===== config.mk =====
export PLATFORM = sky130hd
export DESIGN_NAME = disp_rd_arb
export DESIGN_NICKNAME = d
export VERILOG_FILES = /design/src/rtl/disp_pkg.sv /design/src/rtl/disp_arb_pick.sv /design/src/rtl/disp_rd_arb.sv
export SDC_FILE = /design/constraint.sdc
export NUM_CORES = 1
export LEC_CHECK = 0
export ABC_CLOCK_PERIOD_IN_PS = 2100
export BUFFER_PORTS_ARGS = -buffer_cell sky130_fd_sc_hd__buf_2
export CAP_MARGIN = 10
export CORE_AREA = 4 4 126 128
export CTS_CLUSTER_DIAMETER = 50
export DETAILED_ROUTE_END_ITERATION = 16
export DIE_AREA = 0 0 130 132
export PLACE_DENSITY_LB_ADDON = 0.1
export SLEW_MARGIN = 20
export SYNTH_ARGS = -nofsm -noshare
export SYNTH_HDL_FRONTEND = slang
export SYNTH_SLANG_ARGS = --single-unit

===== constraint.sdc =====
create_clock -name ACLK -period 2.1 [get_ports ACLK]
set_input_delay 0.315 -clock ACLK [delete_from_list [all_inputs] [get_ports ACLK]]
set_output_delay 0.315 -clock ACLK [all_outputs]
set_load 0.05 [all_outputs]

===== src/rtl/disp_pkg.sv =====
// Shared encodings for the display read arbiter.
// FSM state and one-hot GRANT codes {M1,M0}.
package disp_pkg;

  typedef enum logic [1:0] {
    IDLE = 2'b00,
    ADDR = 2'b01,
    DATA = 2'b10
  } state_t;

  localparam logic [1:0] GNT_NONE = 2'b00;
  localparam logic [1:0] GNT_M0   = 2'b01;
  localparam logic [1:0] GNT_M1   = 2'b10;

endpackage


===== src/rtl/disp_arb_pick.sv =====
// Priority pick between M0 and M1, M0 preferred.
// DISP_RD_ARB_STARVE_EN adds a run counter that lets M1 through.
module disp_arb_pick
  import disp_pkg::*;
#(
  parameter int MAX_M0_RUN = 4
) (
`ifdef DISP_RD_ARB_STARVE_EN
  input  logic       i_clk,
  input  logic       i_rst_n,
  input  logic       i_take,
`endif
  input  logic       i_m0_req,
  input  logic       i_m1_req,
  output logic [1:0] o_pick
);

  if (MAX_M0_RUN < 1 || MAX_M0_RUN > 15) begin : g_bad_run
    $error("MAX_M0_RUN must be 1..15");
  end

`ifdef DISP_RD_ARB_STARVE_EN
  localparam logic [3:0] LP_RUN = 4'(MAX_M0_RUN);

  logic [3:0] r_run;
  logic       w_starve;

  assign w_starve = i_m1_req && (r_run == LP_RUN);

  // M1 wins once M0 has used up its run while M1 waited
  always_comb begin
    o_pick = GNT_NONE;
    if (w_starve)      o_pick = GNT_M1;
    else if (i_m0_req) o_pick = GNT_M0;
    else if (i_m1_req) o_pick = GNT_M1;
  end

  // count M0 grants taken while M1 waits; clear on M1 grant
  always_ff @(posedge i_clk or negedge i_rst_n) begin
    if (!i_rst_n) begin
      r_run <= '0;
    end else if (i_take) begin
      if (o_pick == GNT_M1)
        r_run <= '0;
      else if (o_pick == GNT_M0 && i_m1_req)
        r_run <= r_run + 4'd1;
    end
  end
`else
  // plain fixed priority
  always_comb begin
    o_pick = GNT_NONE;
    if (i_m0_req)      o_pick = GNT_M0;
    else if (i_m1_req) o_pick = GNT_M1;
  end
`endif

endmodule


===== src/rtl/disp_rd_arb.sv =====
// Two-master AXI read arbiter, one burst in flight downstream.
// Optional starvation guard: define DISP_RD_ARB_STARVE_EN.
module disp_rd_arb
  import disp_pkg::*;
#(
  parameter int DW         = 64,
  parameter int MAX_M0_RUN = 4
) (
  input  logic          ACLK,
  input  logic          ARSTN,
  input  logic [31:0]   M0_ARADDR,
  input  logic [7:0]    M0_ARLEN,
  input  logic          M0_ARVALID,
  output logic          M0_ARREADY,
  output logic [DW-1:0] M0_RDATA,
  output logic          M0_RLAST,
  output logic          M0_RVALID,
  input  logic          M0_RREADY,
  input  logic [31:0]   M1_ARADDR,
  input  logic [7:0]    M1_ARLEN,
  input  logic          M1_ARVALID,
  output logic          M1_ARREADY,
  output logic [DW-1:0] M1_RDATA,
  output logic          M1_RLAST,
  output logic          M1_RVALID,
  input  logic          M1_RREADY,
  output logic [31:0]   S_ARADDR,
  output logic [7:0]    S_ARLEN,
  output logic          S_ARVALID,
  input  logic          S_ARREADY,
  input  logic [DW-1:0] S_RDATA,
  input  logic          S_RLAST,
  input  logic          S_RVALID,
  output logic          S_RREADY,
  output logic [1:0]    GRANT
);

  state_t     r_state, w_state_nxt;
  logic [1:0] r_gnt, w_gnt_nxt, w_pick;
  logic       w_in_addr, w_in_data;
  logic       w_g0, w_g1;

`ifdef DISP_RD_ARB_STARVE_EN
  logic w_take;
  assign w_take = (r_state == IDLE);
`endif

  disp_arb_pick #(
    .MAX_M0_RUN(MAX_M0_RUN)
  ) u_pick (
`ifdef DISP_RD_ARB_STARVE_EN
    .i_clk   (ACLK),
    .i_rst_n (ARSTN),
    .i_take  (w_take),
`endif
    .i_m0_req(M0_ARVALID),
    .i_m1_req(M1_ARVALID),
    .o_pick  (w_pick)
  );

  assign w_in_addr = (r_state == ADDR);
  assign w_in_data = (r_state == DATA);
  assign w_g0      = (r_gnt == GNT_M0);
  assign w_g1      = (r_gnt == GNT_M1);
  assign GRANT     = r_gnt;

  // state and owner registers
  always_ff @(posedge ACLK or negedge ARSTN) begin
    if (!ARSTN) begin
      r_state <= IDLE;
      r_gnt   <= GNT_NONE;
    end else begin
      r_state <= w_state_nxt;
      r_gnt   <= w_gnt_nxt;
    end
  end

  // next state: a burst runs to RLAST before any re-arbitration
  always_comb begin
    w_state_nxt = r_state;
    w_gnt_nxt   = r_gnt;
    unique case (r_state)
      IDLE: begin
        if (w_pick != GNT_NONE) begin
          w_state_nxt = ADDR;
          w_gnt_nxt   = w_pick;
        end
      end
      ADDR: begin
        if (S_ARREADY) w_state_nxt = DATA;
      end
      DATA: begin
        if (S_RVALID && S_RREADY && S_RLAST) begin
          w_state_nxt = IDLE;
          w_gnt_nxt   = GNT_NONE;
        end
      end
      default: begin
        w_state_nxt = IDLE;
        w_gnt_nxt   = GNT_NONE;
      end
    endcase
  end

  // route AR and R channels to/from the owner only
  always_comb begin
    S_ARADDR   = '0;
    S_ARLEN    = '0;
    S_ARVALID  = w_in_addr;
    M0_ARREADY = w_in_addr && w_g0 && S_ARREADY;
    M1_ARREADY = w_in_addr && w_g1 && S_ARREADY;
    unique case (1'b1)
      w_in_addr && w_g0: begin
        S_ARADDR = M0_ARADDR;
        S_ARLEN  = M0_ARLEN;
      end
      w_in_addr && w_g1: begin
        S_ARADDR = M1_ARADDR;
        S_ARLEN  = M1_ARLEN;
      end
      default: ;
    endcase
    S_RREADY  = w_in_data
             && ((w_g0 && M0_RREADY) || (w_g1 && M1_RREADY));
    M0_RVALID = w_in_data && w_g0 && S_RVALID;
    M1_RVALID = w_in_data && w_g1 && S_RVALID;
    M0_RLAST  = w_in_data && w_g0 && S_RLAST;
    M1_RLAST  = w_in_data && w_g1 && S_RLAST;
    M0_RDATA  = (w_in_data && w_g0) ? S_RDATA : '0;
    M1_RDATA  = (w_in_data && w_g1) ? S_RDATA : '0;
  end

endmodule

==> results_dict.tcl, run 1 <==
set metrics [dict create \
    cp.required_ns 1.78 \
    grt_pass1_vias 2746 \
    rows 45 \
    whs_endpoint "r_state[1]$_DFFE_PN0P_" \
    die_area_um2 17200 \
    grt_max_degree 67 \
    final_util_pct 26.1 \
    cts.htree.levels 1 \
    final.setup.tns_ns 0 \
    path_clk_slew_ns 0.03 \
    synthesis.nets 383 \
    drt-total-wl_mm 10.5 \
    tritoncts "yes" \
    rsz0062_at_grt "yes" \
    seq_area_um2 103 \
    critPathLaunchType "flip-flop" \
    portBuffers 330 \
    crit_buf_inv 3 \
    area_growth_syn_to_layout_pct 130 \
    reg2reg_depth 4 \
    rr_endpoint "GRANT[1]$_DFFE_PN0P_" \
    cp.arrival_ns 1.71 \
    multi_input_area_um2 1400 \
    worstMarginPinSlew_ns 0.273 \
    drt_iter0_drc 47 \
    place.gp.congestion 0.730 \
    cts.sinks 4 \
    postRouteAntennaNets 0 \
    status "completed" \
    max_cap_violations 0 \
    num_io_pins 331 \
    critPathTopFamily "buffers and inverters" \
    cts.path.max_buffers 2 \
    antenna_found_initial 1 \
    peakVddDrop_uv 350 \
    dpl_worst_slack_ns 0.220 \
    cp_cell_sequence "nand2b_2, nor2_4, buf_4, buf_12, and2_1, buf_2" \
    cts_buffers 3 \
    drive_above_1_share_pct 64.0 \
    whs_ns 0.398 \
    timing.final.crit_share_pct 96.3 \
    worst_skew_pair.late_latency_ns 0.22 \
    end_kind "output port" \
    synthTopCellsByArea "and2_1 50%, a22o_1 21%, buf_6 9.3%" \
    vias 2910 \
    synthArstFlopShare_pct 100 \
    ys_seq_area_share_pct 5.93 \
    track_usage_pct 9.71 \
    hold_path.class "input port to flip-flop" \
    start_util_pct 11.3 \
    final.setup_skew_ns 0.000119 \
    hold_violations 0 \
    fmax_mhz 494 \
    p_leak_uw 0.00234 \
    syn_avg_cell_area_um2 7.33 \
    grt_overflow 0 \
    slowest_stage "dfrtp_2" \
    cpPeakStageDelay_ns 0.45 \
    hold_depth 3 \
    synth_edf_count 0 \
    yosysMostFrequentCell "and2_1" \
    synth_top_area_share_pct 49.7 \
    drt-wirelength-per-cell_um 14.1 \
    nets 710 \
    firstDrtPassIters 7 \
    critPathMaxFanout 27 \
    setup_violations 0 \
    die_x_um 130 \
    reg2reg_from "r_state[0]$_DFFE_PN0P_" \
    grt_pass1_wl_mm 13.6 \
    syn_inst 230 \
    min_period_ns 2.02 \
    core_area_um2 14900 \
    fin_ws_ns 0.0768 \
    ff2ff_setup_slack_ns 0.97 \
    ys_ff_latch 4 \
    antennaDiodeCount 0 \
    vias_per_cell 3.92 \
    dp_hpwl_mm 8.48 \
    root_buffer "clkbuf_16" \
    fill_cells 1665 \
    synthDistinctLibCells 23 \
    die_height_um 132 \
    worst-path-stages 6 \
    yosys_warnings 0 \
    synth_ff_type "dfrtp_1" \
    drc 0 \
    worstSetupPathType "flip-flop to output port" \
    maxSlewHeadroom_pct 81.9 \
    timing.final.max_slew_violations 0 \
    synthTopCellsByCount "134 x and2_1, 40 x a22o_1, 14 x buf_6" \
    synth_area_um2 1690 \
    p_per_area_nw_per_um2 1000 \
    min_from "S_ARREADY" \
    yosys.area.top_type "and2_1" \
]
report_power, final:
part	internal (uW)	leakage, uW	switching (uW)
Clock	243	0.0000370	53.1
Sequential	119	0.0000472	69.2
Combinational	1020	0.00226	2380
Total	1390	0.00234	2500
cells by family (layout without fill, tap and decap cells):
group | Yosys count | in the layout | share of synthesized area, %
and+or+nand+nor | 156 | 156 | 59.3
DFF | 4 | 4 | 5.93
AOI/OAI and AO/OA | 47 | 47 | 23.1
buffers and inverters | 23 | 348 | 11.6
routing by layer:
metal	vias up	track usage, %	wire length [um]
li1	1425	-	-
met1	1292	9.16	3330
met2	189	21.3	5960
met3	4	1.74	1130
met4	0	1.04	49
met5	-	0	0
timing repair:
action | 4_1_cts | 5_1_grt
setup buffers | 0 | 2
setup endpoints to repair | 50 | 159
pin swaps | 0 | 1
resized for setup | 17 | 67
hold endpoints to repair | 4 | 0
hold buffers | 1 | 0
cloned | 0 | 3
cell type report:
class	instances	share of cell area, %
inverter	1	0.0968
multi-input combinational	203	36.2
sequential	4	2.65
clock buffer	3	1.94
timing repair buffer	344	53.1
tap	188	6.07
per-stage QoR:
stage / instances / area (um^2) / total power (uW)
after detailed placement: 734 / 3530 / 3450
after global placement: 734 / 3530 / 3470
after CTS: 738 / 3660 / 3780
final: 743 / 3880 / 3880
after floorplan: 230 / 1690 / 2670
after global routing: 743 / 3880 / 4090
worst min-delay path, delay by kind of cell:
kind                   cells  cell delay [ns]
and+or+nand+nor            1             0.08
AOI/OAI and AO/OA          1             0.07
buffers and inverters      1             0.11
worst max-delay path by stage:
stage	start	endpoint	slack [ns]
6_report	GRANT[1]$_DFFE_PN0P_	M0_RDATA[42]	0.08
5_1_grt	GRANT[1]$_DFFE_PN0P_	M0_RVALID	-0.02
4_1_cts	GRANT[1]$_DFFE_PN0P_	M0_RDATA[48]	0.01
3_5_place_dp	GRANT[1]$_DFFE_PN0P_	M0_RDATA[39]	0.22
3_3_place_gp	GRANT[1]$_DFFE_PN0P_	M0_RDATA[39]	0.23
2_1_floorplan	GRANT[0]$_DFFE_PN0P_	M0_RDATA[23]	0.04
cells in the final DEF, fill, tap and decap left out, drive strengths merged:
cell         instances
buf                313
and2               134
a22o                40
clkbuf              33
nand2b               6
nor2                 5
dfrtp                4
nand3b               3
nand4b               3
a21oi                2
o21ai                2
nand2                2
inv                  1
a22oi                1
nor2b                1
a31oi                1
nor3                 1
nor3b                1
o22ai                1
dlygate4sd3          1
registers in the layout, indices dropped and copies added, names as in the netlist:
signal,count
GRANT,2
r_state,2
Power figures use the tool's default switching activity.
==> run 2: changes to the inputs <==
Settings changed: GPL_ROUTABILITY_DRIVEN from default to 0, REMOVE_ABC_BUFFERS from default to 1.
==> run 2 against run 1 <==
  * Sequential share of layout area about the same
  * Clock power about the same
  * Critical path depth unchanged
  * Sequential power increased by 14%
  * Maximum frequency decreased by 1.2%
  * Final area increased by 1.0%
  * Total power increased by 0.67%
  * Via count decreased by 0.86%
  * Clock skew increased by 0.0045 ns
  * Count of clock-buffer cells in the layout unchanged
  * First-iteration DRC count increased by 55%
  * Critical path type unchanged
  * Critical endpoint is now M1_RDATA[22]
  * Largest power group unchanged
  * Highest routed layer unchanged
==> results_dict.tcl, run 2 (synthesized netlist as in run 1, its figures left out) <==
set metrics [dict create \
    hold_violations 0 \
    root_buffer "clkbuf_16" \
    grt_overflow 0 \
    hold_path.class "input port to flip-flop" \
    reg2reg_depth 3 \
    timing.final.max_slew_violations 0 \
    drt-total-wl_mm 12.3 \
    power.total_uw 3910 \
    cts.path.max_buffers 2 \
    drive_above_1_share_pct 64.4 \
    portBuffers 330 \
    fmax_mhz 489 \
    dpl_cell_area_um2 3490 \
    dp_hpwl_mm 9.75 \
    min_period_ns 2.05 \
    crit_start "GRANT[0]$_DFFE_PN0P_" \
    grt_pass1_vias 2620 \
    peakVddDrop_uv 535 \
    cts.htree.levels 1 \
    tritoncts "yes" \
    timing.final.crit_share_pct 97.5 \
    maxSlewHeadroom_pct 81.8 \
    num_io_pins 331 \
    postRouteAntennaNets 0 \
    final_util_pct 26.3 \
    fin_ws_ns 0.0532 \
    grt_pass1_wl_mm 15.3 \
    die_area_um2 17200 \
    ff2ff_setup_slack_ns 1.05 \
    cp.required_ns 1.78 \
    track_usage_pct 11.2 \
    crit_buf_inv 3 \
    final_cell_mix "256 x buf_2, 134 x and2_1, 48 x clkbuf_4, 40 x a22o_1, 25 x buf_4" \
    cts_buffers 3 \
    slowest_stage "dfrtp_2" \
    setup_violations 0 \
    path_clk_slew_ns 0.03 \
    status "completed" \
    critPathLaunchType "flip-flop" \
    vias_per_cell 3.88 \
    worst_skew_pair.late_latency_ns 0.22 \
    worstSetupPathType "flip-flop to output port" \
    mostFrequentLayoutCell "buf_2" \
    antenna_found_initial 1 \
    cts.sinks 4 \
    cpPeakStageDelay_ns 0.44 \
    fill_cells 1670 \
    critPathTopFamily "buffers and inverters" \
    cp_cell_sequence "nand2b_2, nor2_4, buf_12, clkbuf_16, and2_1, buf_2" \
    reg2reg_from "GRANT[1]$_DFFE_PN0P_" \
    cp-endpoint "M1_RDATA[22]" \
    max_cap_violations 0 \
    cp.arrival_ns 1.73 \
    start_util_pct 11.3 \
    firstDrtPassIters 4 \
    p_leak_uw 0.00233 \
    drt-wirelength-per-cell_um 16.6 \
    die_height_um 132 \
    end_kind "output port" \
    drc 0 \
    p_per_area_nw_per_um2 999 \
    vias 2885 \
    rr_endpoint "r_state[1]$_DFFE_PN0P_" \
    core_area_um2 14900 \
    die_x_um 130 \
    area_growth_syn_to_layout_pct 132 \
    whs_ns 0.428 \
    final.setup_skew_ns 0.00463 \
    critPathMaxFanout 9 \
    nets 709 \
    grt_max_degree 67 \
    dpl_worst_slack_ns 0.169 \
    drt_iter0_drc 73 \
    worst-path-stages 6 \
    fin_area_um2 3920 \
    worstMarginPinSlew_ns 0.275 \
    rows 45 \
]
## run 2: cell types whose count changed in the layout (fill, tap and decap cells not counted), moves of 2 or more
cell | previous run | this run
buf_6 | 16 | 3
buf_2 | 272 | 256
clkbuf_4 | 29 | 48
clkbuf_16 | 4 | 6
dfrtp_1 | 2 | 0
buf_4 | 19 | 25
dfrtp_2 | 2 | 4
## run 2: what timing repair did
| item | in CTS | in global routing |
|---|---|---|
| endpoints found under the hold margin | 4 | 0 |
| setup buffers | 0 | 2 |
| resized for setup | 11 | 83 |
| cloned | 0 | 6 |
| hold buffers | 1 | 0 |
| pin swaps | 0 | 1 |
| endpoints found under the setup margin | 10 | 169 |
## run 2: worst register-to-register path: stages (launching register included)
cell and delay, ns:
dfrtp_2 0.45, nand3b_1 0.19, a21oi_1 0.18, o22ai_1 0.11
## run 2: final cells by class
cell class,count,area (um^2),area share [%]
well taps,188,235,6.01
clock buffers,3,75.1,1.92
repair buffers,343,2090,53.3
multi-input cells,203,1410,35.9
flip-flops and latches,4,105,2.68
inverters,1,3.75,0.0959
diodes,1,2.50,0.0639
## run 2: power by group
part           internal (uW)  switching, uW  leakage [uW]
combinational           1000           2400       0.00224
sequential               123           91.0     0.0000450
clock                    243           54.9     0.0000370
total                   1370           2540       0.00233
## run 2: worst min-delay path by stage
stage	to	startpoint	slack (ns)	cells past startpoint
after global placement	r_state[1]$_DFFE_PN0P_	ARSTN	0.13	1
after detailed placement	GRANT[1]$_DFFE_PN0P_	ARSTN	0.13	1
final	GRANT[0]$_DFFE_PN0P_	M1_ARVALID	0.43	4
after global routing	r_state[1]$_DFFE_PN0P_	S_ARREADY	0.47	3
after floorplan	GRANT[0]$_DFFE_PN0P_	ARSTN	0.02	0
after CTS	r_state[1]$_DFFE_PN0P_	S_ARREADY	0.43	3
## run 2: metal layers
layer  global-route usage, %  vias up  wire length [um]
met5                       0        -                 0
li1                        -     1429                 -
met1                    12.1     1302              4480
met2                    22.8      148              6850
met4                    1.62        0               121
met3                    1.50        6               892
## run 2: through the flow
| stage | setup TNS (ns) | instances |
|---|---|---|
| 5_1_grt | -0.0137 | 743 |
| 3_3_place_gp | 0 | 730 |
| 3_5_place_dp | 0 | 730 |
| 2_1_floorplan | -85.56 | 208 |
| 6_report | 0 | 743 |
| 4_1_cts | 0 | 734 |
